### src/rtl/overcurrent_guard.sv
// Dual-channel H-bridge overcurrent guard: debounced trip, cooldown retry and
// lockout after repeated trips, producing the ENA/ENB enables.

module overcurrent_guard_ch #(
  parameter int DEBOUNCE  = 8,
  parameter int COOLDOWN  = 50000,
  parameter int MAX_RETRY = 3,
  parameter int HEALTHY   = 100000,
  parameter int CNT_W     = 17
) (
  input  logic       clk,
  input  logic       rst_n,
  input  logic       oc_raw,
  input  logic       clear_fault,
  output logic       en,
  output logic       trip,
  output logic       lock,
  output logic [1:0] retry
);

  localparam int DBC_W = $clog2(DEBOUNCE);
  localparam logic [DBC_W-1:0] DBC_TOP     = DBC_W'(DEBOUNCE - 1);
  localparam logic [CNT_W-1:0] COOL_INIT   = CNT_W'(COOLDOWN);
  localparam logic [CNT_W-1:0] HEALTHY_TOP = CNT_W'(HEALTHY - 1);
  localparam logic [1:0]       RETRY_MAX   = 2'(MAX_RETRY);

  typedef enum logic [1:0] {
    ST_COOL = 2'd0,
    ST_RUN  = 2'd1,
    ST_LOCK = 2'd2
  } state_t;

  state_t           state_q, state_d;
  logic [CNT_W-1:0] timer_q, timer_d;
  logic [CNT_W-1:0] healthy_q, healthy_d;
  logic [DBC_W-1:0] dbc_q, dbc_d;
  logic [1:0]       retry_q, retry_d;
  logic [1:0]       sync_q, sync_d;
  logic             en_q, en_d;
  logic             trip_q, trip_d;
  logic             lock_q, lock_d;
  logic             oc_s;
  logic [1:0]       retry_inc;

  assign oc_s      = sync_q[1];
  assign retry_inc = (retry_q == 2'd3) ? retry_q : retry_q + 2'd1;

  always_comb begin
    sync_d    = {sync_q[0], oc_raw};
    state_d   = state_q;
    timer_d   = timer_q;
    healthy_d = healthy_q;
    dbc_d     = dbc_q;
    retry_d   = retry_q;
    trip_d    = 1'b0;
    case (state_q)
      ST_COOL: begin
        dbc_d     = '0;
        healthy_d = '0;
        if (clear_fault) retry_d = 2'd0;
        if (timer_q <= CNT_W'(1)) begin
          state_d = ST_RUN;
          timer_d = '0;
        end else begin
          timer_d = timer_q - CNT_W'(1);
        end
      end
      ST_RUN: begin
        // A trip on the same edge as clear_fault takes priority over the clear.
        if (oc_s && (dbc_q == DBC_TOP)) begin
          trip_d    = 1'b1;
          retry_d   = retry_inc;
          dbc_d     = '0;
          healthy_d = '0;
          if (retry_inc == RETRY_MAX) begin
            state_d = ST_LOCK;
          end else begin
            state_d = ST_COOL;
            timer_d = COOL_INIT;
          end
        end else begin
          dbc_d = oc_s ? ((dbc_q == DBC_TOP) ? dbc_q : dbc_q + DBC_W'(1)) : '0;
          if (clear_fault) begin
            retry_d   = 2'd0;
            healthy_d = '0;
          end else if (oc_s || (retry_q == 2'd0)) begin
            healthy_d = '0;
          end else if (healthy_q >= HEALTHY_TOP) begin
            retry_d   = 2'd0;
            healthy_d = '0;
          end else begin
            healthy_d = healthy_q + CNT_W'(1);
          end
        end
      end
      ST_LOCK: begin
        dbc_d     = '0;
        healthy_d = '0;
        if (clear_fault) begin
          retry_d = 2'd0;
          state_d = ST_COOL;
          timer_d = COOL_INIT;
        end else begin
          state_d = ST_LOCK;
        end
      end
      default: begin
        state_d   = ST_COOL;
        timer_d   = COOL_INIT;
        dbc_d     = '0;
        healthy_d = '0;
      end
    endcase
    en_d   = (state_d == ST_RUN);
    lock_d = (state_d == ST_LOCK);
  end

  always_ff @(posedge clk or negedge rst_n) begin
    if (!rst_n) begin
      state_q   <= ST_COOL;
      timer_q   <= COOL_INIT;
      healthy_q <= '0;
      dbc_q     <= '0;
      retry_q   <= 2'd0;
      sync_q    <= 2'b00;
      en_q      <= 1'b0;
      trip_q    <= 1'b0;
      lock_q    <= 1'b0;
    end else begin
      state_q   <= state_d;
      timer_q   <= timer_d;
      healthy_q <= healthy_d;
      dbc_q     <= dbc_d;
      retry_q   <= retry_d;
      sync_q    <= sync_d;
      en_q      <= en_d;
      trip_q    <= trip_d;
      lock_q    <= lock_d;
    end
  end

  assign en    = en_q;
  assign trip  = trip_q;
  assign lock  = lock_q;
  assign retry = retry_q;

endmodule

module overcurrent_guard #(
  parameter int DEBOUNCE  = 8,
  parameter int COOLDOWN  = 50000,
  parameter int MAX_RETRY = 3,
  parameter int HEALTHY   = 100000,
  parameter int CNT_W     = 17
) (
  input  logic       clk,
  input  logic       rst_n,
  input  logic       oc_a,
  input  logic       oc_b,
  input  logic       clear_fault,
  output logic       ENA,
  output logic       ENB,
  output logic       trip_a,
  output logic       trip_b,
  output logic       lock_a,
  output logic       lock_b,
  output logic [1:0] retry_a,
  output logic [1:0] retry_b
);

  overcurrent_guard_ch #(
    .DEBOUNCE(DEBOUNCE), .COOLDOWN(COOLDOWN), .MAX_RETRY(MAX_RETRY),
    .HEALTHY(HEALTHY), .CNT_W(CNT_W)
  ) u_ch_a (
    .clk(clk), .rst_n(rst_n), .oc_raw(oc_a), .clear_fault(clear_fault),
    .en(ENA), .trip(trip_a), .lock(lock_a), .retry(retry_a)
  );

  overcurrent_guard_ch #(
    .DEBOUNCE(DEBOUNCE), .COOLDOWN(COOLDOWN), .MAX_RETRY(MAX_RETRY),
    .HEALTHY(HEALTHY), .CNT_W(CNT_W)
  ) u_ch_b (
    .clk(clk), .rst_n(rst_n), .oc_raw(oc_b), .clear_fault(clear_fault),
    .en(ENB), .trip(trip_b), .lock(lock_b), .retry(retry_b)
  );

endmodule

### config.mk
export PLATFORM = sky130hd
export DESIGN_NAME = overcurrent_guard
export DESIGN_NICKNAME = d
export VERILOG_FILES = /design/src/rtl/overcurrent_guard.sv
export SDC_FILE = /design/constraint.sdc
export NUM_CORES = 1
export LEC_CHECK = 0
export ABC_AREA = 1
export CAP_MARGIN = 20
export CORE_ASPECT_RATIO = 0.6
export CORE_MARGIN = 1
export CORE_UTILIZATION = 48
export DETAILED_ROUTE_END_ITERATION = 8
export PLACE_DENSITY_LB_ADDON = 0.05
export SLEW_MARGIN = 25
export SYNTH_ARGS = -nofsm -noshare
export SYNTH_HDL_FRONTEND = slang
export SYNTH_HIERARCHICAL = 1
export SYNTH_SLANG_ARGS = --single-unit
### constraint.sdc
create_clock -name clk -period 2.3 [get_ports clk]
set_input_delay 0.46 -clock clk [delete_from_list [all_inputs] [get_ports clk]]
set_output_delay 0.46 -clock clk [all_outputs]
set_load 0.01 [all_outputs]
==> results.ini, run 1 <==
[final_layout]
antenna_cells=0
syn2layout_area_growth_pct=11.3
final_layout_size_suffix_gt1_share_pct=10.7
nets=665
fin_util_pct=55.8
nFillCells=967

[drt]
drt_drc_violations_left=0
drt_iter0_drc=300
dr.pass1.iters=5
via_per_inst=5.04
drtAntennaViolNets=0
vias=3978
wl_um=10200
avgRoutedWirePerCell_um=12.9

[worst_setup_path]
required_ps=2530
worstPathArrival_ps=2100
start_kind=register
reg2reg_depth=11
critPathKind=register to register
worst_setup_path_end_kind=register
crit_fanout=11
reg2reg_slack_ps=430

[logic_synthesis]
synthTopCellsByCount=nand2_1 (142), nor2_1 (117), dfrtp_1 (80)
synth_cells=627
synth_top_flop_cell=dfrtp_1
synth_area_per_cell_um2=7.98
syn_nets=642
synth_edf_count=0
ys_ff_latch=92
synth_top_area_share_pct=40.0
synth.most_common_cell=nand2_1
syn_area_um2=5010
seq_area_frac_synth_pct=46.3
yosysTopAreaCell=dfrtp_1
netlist_top_cells_area=dfrtp_1 (40%), nand2_1 (11%), nor2_1 (8.8%)
yosys_warnings=6
async_reset_ff_share_pct=100
synth.distinct_cells=34

[floorplan]
io_pins=15
die_w_um=134
start_util_pct=50.1
fp.dieH_um=81.1
rows=28
dieArea_um2=10900
core_um2=9980

[status]
status=finished, final reports clean

[grt]
overflow=0
grt_pass1_wl_um=17500
grt_pass1_vias=3636
grt_max_degree=47
gr-usage-all-layers_pct=20.9
antenna_found_initial=0

[hold_path]
hold_class=input port to async pin

[clock_network]
cts-resized-gates=0
postCtsHoldBufs=0
cts_sinks=92
cts_inserted_buffers=9
cts_root_buffer=clkbuf_16
h-tree-depth=3
cts_tree=yes
cts_buffer_depth=2
worstSkewPairLatency_ps=340
cts.clk_slew.worst_paths_ps=60
post_cts_buffers=0

[sta]
slew_headroom_pct=61.3
whs_ps=44.9
setup_tns_ps=0
setup-violations-final=0
period_needed_ps=1870
period_share_pct=81.4
hold_viol_final=0
worstMarginPinSlew_ps=579
clock_skew_ps=6.87
report.final.slew_viol_count=0
rsz0062_at_grt=false
max_clock_freq_mhz=534

[power]
swShare_pct=32.8
leakagePower_nw=2.49
finalPower_mw=4.70
power.clock.fraction_pct=29.4
p_int_mw=3.16
powerDensity_nw_per_um2=844
vdd_drop_max_uv=476
combPwrFrac_pct=21.2
switching_power_mw=1.54
seqPwrFrac_pct=49.4

[place]
port_buffers=14
dpl.hpwl_um=7320
place_congestion=0.865

[job]
maxCapViolations=0

==> cells by family after synthesis <==
logic type	Yosys count	synth area share, %
AND/OR/NAND/NOR	357	32.2
flip-flops	92	46.3
buffers and inverters	75	6.47
AO/OA/AOI/OAI	56	6.02
XOR/XNOR	37	6.47
adder cells (fa/ha/maj)	10	2.50
==> flip-flops by register name, summed over array words and instances (netlist names), 2 cells and up <==
name,cells
u_ch_a/timer_q,17
u_ch_b/sync_q,2
u_ch_b/retry,2
u_ch_a/dbc_q,3
u_ch_a/sync_q,2
u_ch_a/retry,2
u_ch_a/state_q,2
u_ch_b/healthy_q,17
u_ch_b/dbc_q,3
u_ch_b/state_q,2
u_ch_b/timer_q,17
u_ch_a/healthy_q,17
==> worst max-delay path: stages, from the launching register on <==
cell	delay, ps
dfrtp_1	390
ha_1	220
ha_1	190
nand2_2	70
clkinv_2	80
nor2_4	130
inv_4	60
nand2_2	70
nor2_4	40
inv_1	300
nor2_1	70
a2bb2oi_1	140
==> final timing paths <==
check	to	from
hold reg to reg	u_ch_a/sync_q[1]	u_ch_a/sync_q[0]
max in group asynchronous	u_ch_a/timer_q[15]	rst_n
setup reg to reg	u_ch_b/timer_q[3]	u_ch_b/dbc_q[0]
min in group clk	u_ch_a/sync_q[1]	u_ch_a/sync_q[0]
setup / recovery	u_ch_b/timer_q[3]	u_ch_b/dbc_q[0]
hold / removal	u_ch_b/healthy_q[5]	rst_n
==> power by group through the flow <==
stage | registers (mW) | clock network [mW] | logic (mW)
floorplan | 2.25 | 0 | 0.797
global placement | 2.33 | 0 | 0.963
detailed placement | 2.33 | 0 | 0.992
CTS | 2.31 | 1.43 | 0.995
global route | 2.37 | 1.48 | 1.15
finish | 2.32 | 1.38 | 0.997
==> cell usage in the layout, fill, tap and decap left out, types with 10 or more instances in the layout <==
cell type / synthesis / routed
inv_1: 62 / 62
nand3_1: 41 / 41
nor3_1: 11 / 11
nand2_1: 142 / 142
clkdlybuf4s50_1: 0 / 13
nor2_1: 117 / 117
xor2_1: 28 / 28
dfrtp_1: 80 / 80
o21ai_0: 15 / 15
nand2_2: 10 / 10
ha_1: 10 / 10
a21oi_1: 28 / 28
dfstp_2: 12 / 12
==> routing by layer <==
layer	part of all wire, %	track usage (%)	vias up
li1	-	-	2038
met1	55	30.8	1839
met4	1.3	7.61	0
met3	4.7	4.62	13
met2	39	30.1	88
met5	0	0	-
==> stage by stage <==
step | setup slack, ps | instance area (um2) | std cells
floorplan | 692 | 5010 | 627
global placement | 201 | 5300 | 774
detailed placement | 145 | 5300 | 774
CTS | 426 | 5570 | 790
global route | 205 | 5570 | 790
finish | 427 | 5570 | 790
==> cell type report <==
cell class | count | area, um2 | share of cell area [%]
clock buffer | 13 | 250 | 4.49
clock inverter | 3 | 22.5 | 0.404
inverter | 69 | 267 | 4.78
multi-input combinational | 460 | 2360 | 42.5
sequential | 92 | 2320 | 41.6
tap | 135 | 169 | 3.03
timing repair buffer | 18 | 180 | 3.23
(Power assumes the default switching activity.)
==> run 2, diff against run 1 <==
clock period = 1.57 ns   (was 2.3 ns; I/O delays follow)
==> run 2 against run 1 <==
  * The flow now finishes with violations (negative setup slack)
  * Sequential cell count is the same
  * First-iteration DRC count shrank 16%
  * Count of clock-buffer cells in the layout unchanged
  * Routed wire length rose by 20%
  * Maximum frequency grew 9.3%
  * Hold slack improved by 320 ps
  * Design area grew 23%
  * Combinational power grew 110%
  * Global-route usage up 1.9 points
  * Critical path type unchanged
  * Critical endpoint is now u_ch_a/timer_q[5]
  * Largest cell class unchanged
  * Largest power group unchanged
==> results.ini, run 2 (synthesized netlist as in run 1, its figures left out) <==
[floorplan]
die_w_um=134  ; unchanged
core_um2=9980  ; unchanged
rows=28  ; unchanged
io_pins=15  ; unchanged
start_util_pct=50.1  ; unchanged
dieArea_um2=10900  ; unchanged
fp.dieH_um=81.1  ; unchanged

[sta]
report.final.slew_viol_count=0  ; unchanged
worstMarginPinSlew_ps=413  ; -166 ps
rsz0062_at_grt=true
clock_skew_ps=8.74  ; +1.88 ps
max_clock_freq_mhz=583  ; +9.3%
setup_ws_ps=-144  ; -571 ps
hold_viol_final=0  ; unchanged
period_needed_ps=1710  ; -159 ps
period_share_pct=109  ; +28 points
slew_headroom_pct=72.2  ; +11 points
setup-violations-final=25  ; +25

[clock_network]
cts_sinks=92  ; unchanged
cts_buffer_depth=2  ; unchanged
cts_root_buffer=clkbuf_16
worstSkewPairLatency_ps=340  ; about the same
h-tree-depth=3  ; unchanged
cts_tree=yes
cts_inserted_buffers=9  ; unchanged
cts.clk_slew.worst_paths_ps=60  ; about the same

[final_layout]
final_layout_size_suffix_gt1_share_pct=34.8  ; +24 points
antenna_cells=0  ; unchanged
finalNonFillerCells=882  ; +12%
nets=757  ; +14%
final_common_cell=nand2_1
fin_util_pct=68.4  ; +13 points
final_cell_mix=nand2_1 (112), nor2_1 (90), buf_4 (78), dfrtp_1 (77), inv_1 (57)
syn2layout_area_growth_pct=36.4

[drt]
vias=4415  ; +11%
drtAntennaViolNets=0  ; unchanged
via_per_inst=5.01  ; -0.59%
wl_um=12200  ; +20%
drt_drc_violations_left=0  ; unchanged
avgRoutedWirePerCell_um=13.9  ; +7.3%
dr.pass1.iters=5  ; unchanged
drt_iter0_drc=253  ; -16%

[hold_path]
hold_class=register to register
min_to=u_ch_a/sync_q[1]
min_path_cells=0
hp-start=u_ch_a/sync_q[0]

[grt]
grt_pass1_wl_um=19200  ; +10%
grt_max_degree=30  ; -36%
overflow=0  ; unchanged
grt_pass1_vias=4089  ; +12%
gr-usage-all-layers_pct=22.8  ; +1.9 points
antenna_found_initial=0  ; unchanged

[place]
dpl.hpwl_um=8230  ; +12%
port_buffers=14  ; unchanged
place_congestion=0.906  ; +4.7%
placedCellCount=840  ; +8.5%

[power]
powerDensity_nw_per_um2=1130  ; +33%
leakagePower_nw=3.08  ; +23%
vdd_drop_max_uv=850  ; +78%

[worst_setup_path]
start_kind=register
critPathKind=register to register
worstPathArrival_ps=1960  ; -140 ps
worst_r2r_endpoint=u_ch_a/timer_q[5]
worst_setup_path_end_kind=register
required_ps=1820  ; -710 ps
reg2reg_depth=12  ; +1
reg2reg_from=u_ch_a/dbc_q[0]
crit_fanout=5  ; -6
reg2reg_slack_ps=-140  ; -570 ps

[status]
status=finished with violations
violations=negative setup slack

[job]
maxCapViolations=0  ; unchanged

==> run 2: cell count changes in the layout (fill, tap and decap cells not counted), sizes merged, moves of 3 or more <==
cell and change:
buf +90, dlygate4sd2 +3, clkinv -3, clkdlybuf4s50 -4
==> run 2: critical path, stage by stage, from the launching register on <==
cell	delay [ps]
dfrtp_1	350
ha_2	190
ha_4	130
nand2_4	50
inv_4	70
nor2_4	50
inv_4	70
nand2_4	50
nor2_4	160
buf_6	160
nand2_2	50
xor2_1	140
a21oi_1	150
==> run 2: worst max path at each step <==
stage                    start                   end  slack, ps  cells past startpoint
6_report       u_ch_a/dbc_q[0]     u_ch_a/timer_q[5]       -140                     12
5_1_grt        u_ch_a/dbc_q[0]     u_ch_a/timer_q[5]       -210                     12
4_1_cts        u_ch_b/dbc_q[1]     u_ch_b/timer_q[7]        -50                     12
3_5_place_dp       clear_fault  u_ch_a/healthy_q[13]       -250                      5
3_3_place_gp       clear_fault  u_ch_b/healthy_q[13]       -220                      5
2_1_floorplan  u_ch_b/dbc_q[0]     u_ch_b/timer_q[5]         -7                     12
==> run 2: report_power, final <==
part	total (mW)	internal, mW	switching (mW)
registers	3.44	2.92	0.527
clock network	2.12	1.23	0.884
logic	2.12	1.03	1.10
total	7.68	5.18	2.51
==> run 2: through the flow <==
stage / power, mW / setup TNS [ps] / hold slack (ps) / cell area, um2 / setup slack (ps)
6_report: 7.68 / -1260 / 362 / 6830 / -144
5_1_grt: 8.17 / -4450 / 369 / 6830 / -207
4_1_cts: 7.46 / -324 / 364 / 6320 / -53.7
3_5_place_dp: 5.21 / -9490 / 262 / 5840 / -248
3_3_place_gp: 5.13 / -8990 / 257 / 5840 / -220
2_1_floorplan: 4.46 / -25.5 / 18.4 / 5040 / -6.98
==> run 2: timing repair <==
item,4_1_cts,5_1_grt
resized for setup,30,120
pin swaps,9,31
hold buffers,1,0
cloned,0,1
setup endpoints to repair,44,73
buffers inserted,10,15
hold endpoints to repair,20,0
==> run 2: cell type report <==
| class | instances | area, um2 |
|---|---|---|
| clock buffers | 13 | 240 |
| clock inverters | 3 | 42.5 |
| fillers | 776 | 3160 |
| inverters | 69 | 282 |
| multi-input cells | 461 | 2840 |
| flip-flops and latches | 92 | 2320 |
| well taps | 135 | 169 |
| repair buffers | 109 | 937 |
==> run 2: layer usage <==
| layer | wire [um] | track usage, % | up-vias |
|---|---|---|---|
| met5 | 0 | 0 | - |
| met1 | 6000 | 32.1 | 2093 |
| li1 | - | - | 2230 |
| met2 | 5660 | 35.1 | 75 |
| met3 | 420 | 4.93 | 17 |
| met4 | 144 | 7.39 | 0 |
==> run 3, diff against run 2 <==
SLEW_MARGIN = unset   (was 25)
==> results of run 3 <==
No change in the layout: final DEF, timing and power equal those of run 2.
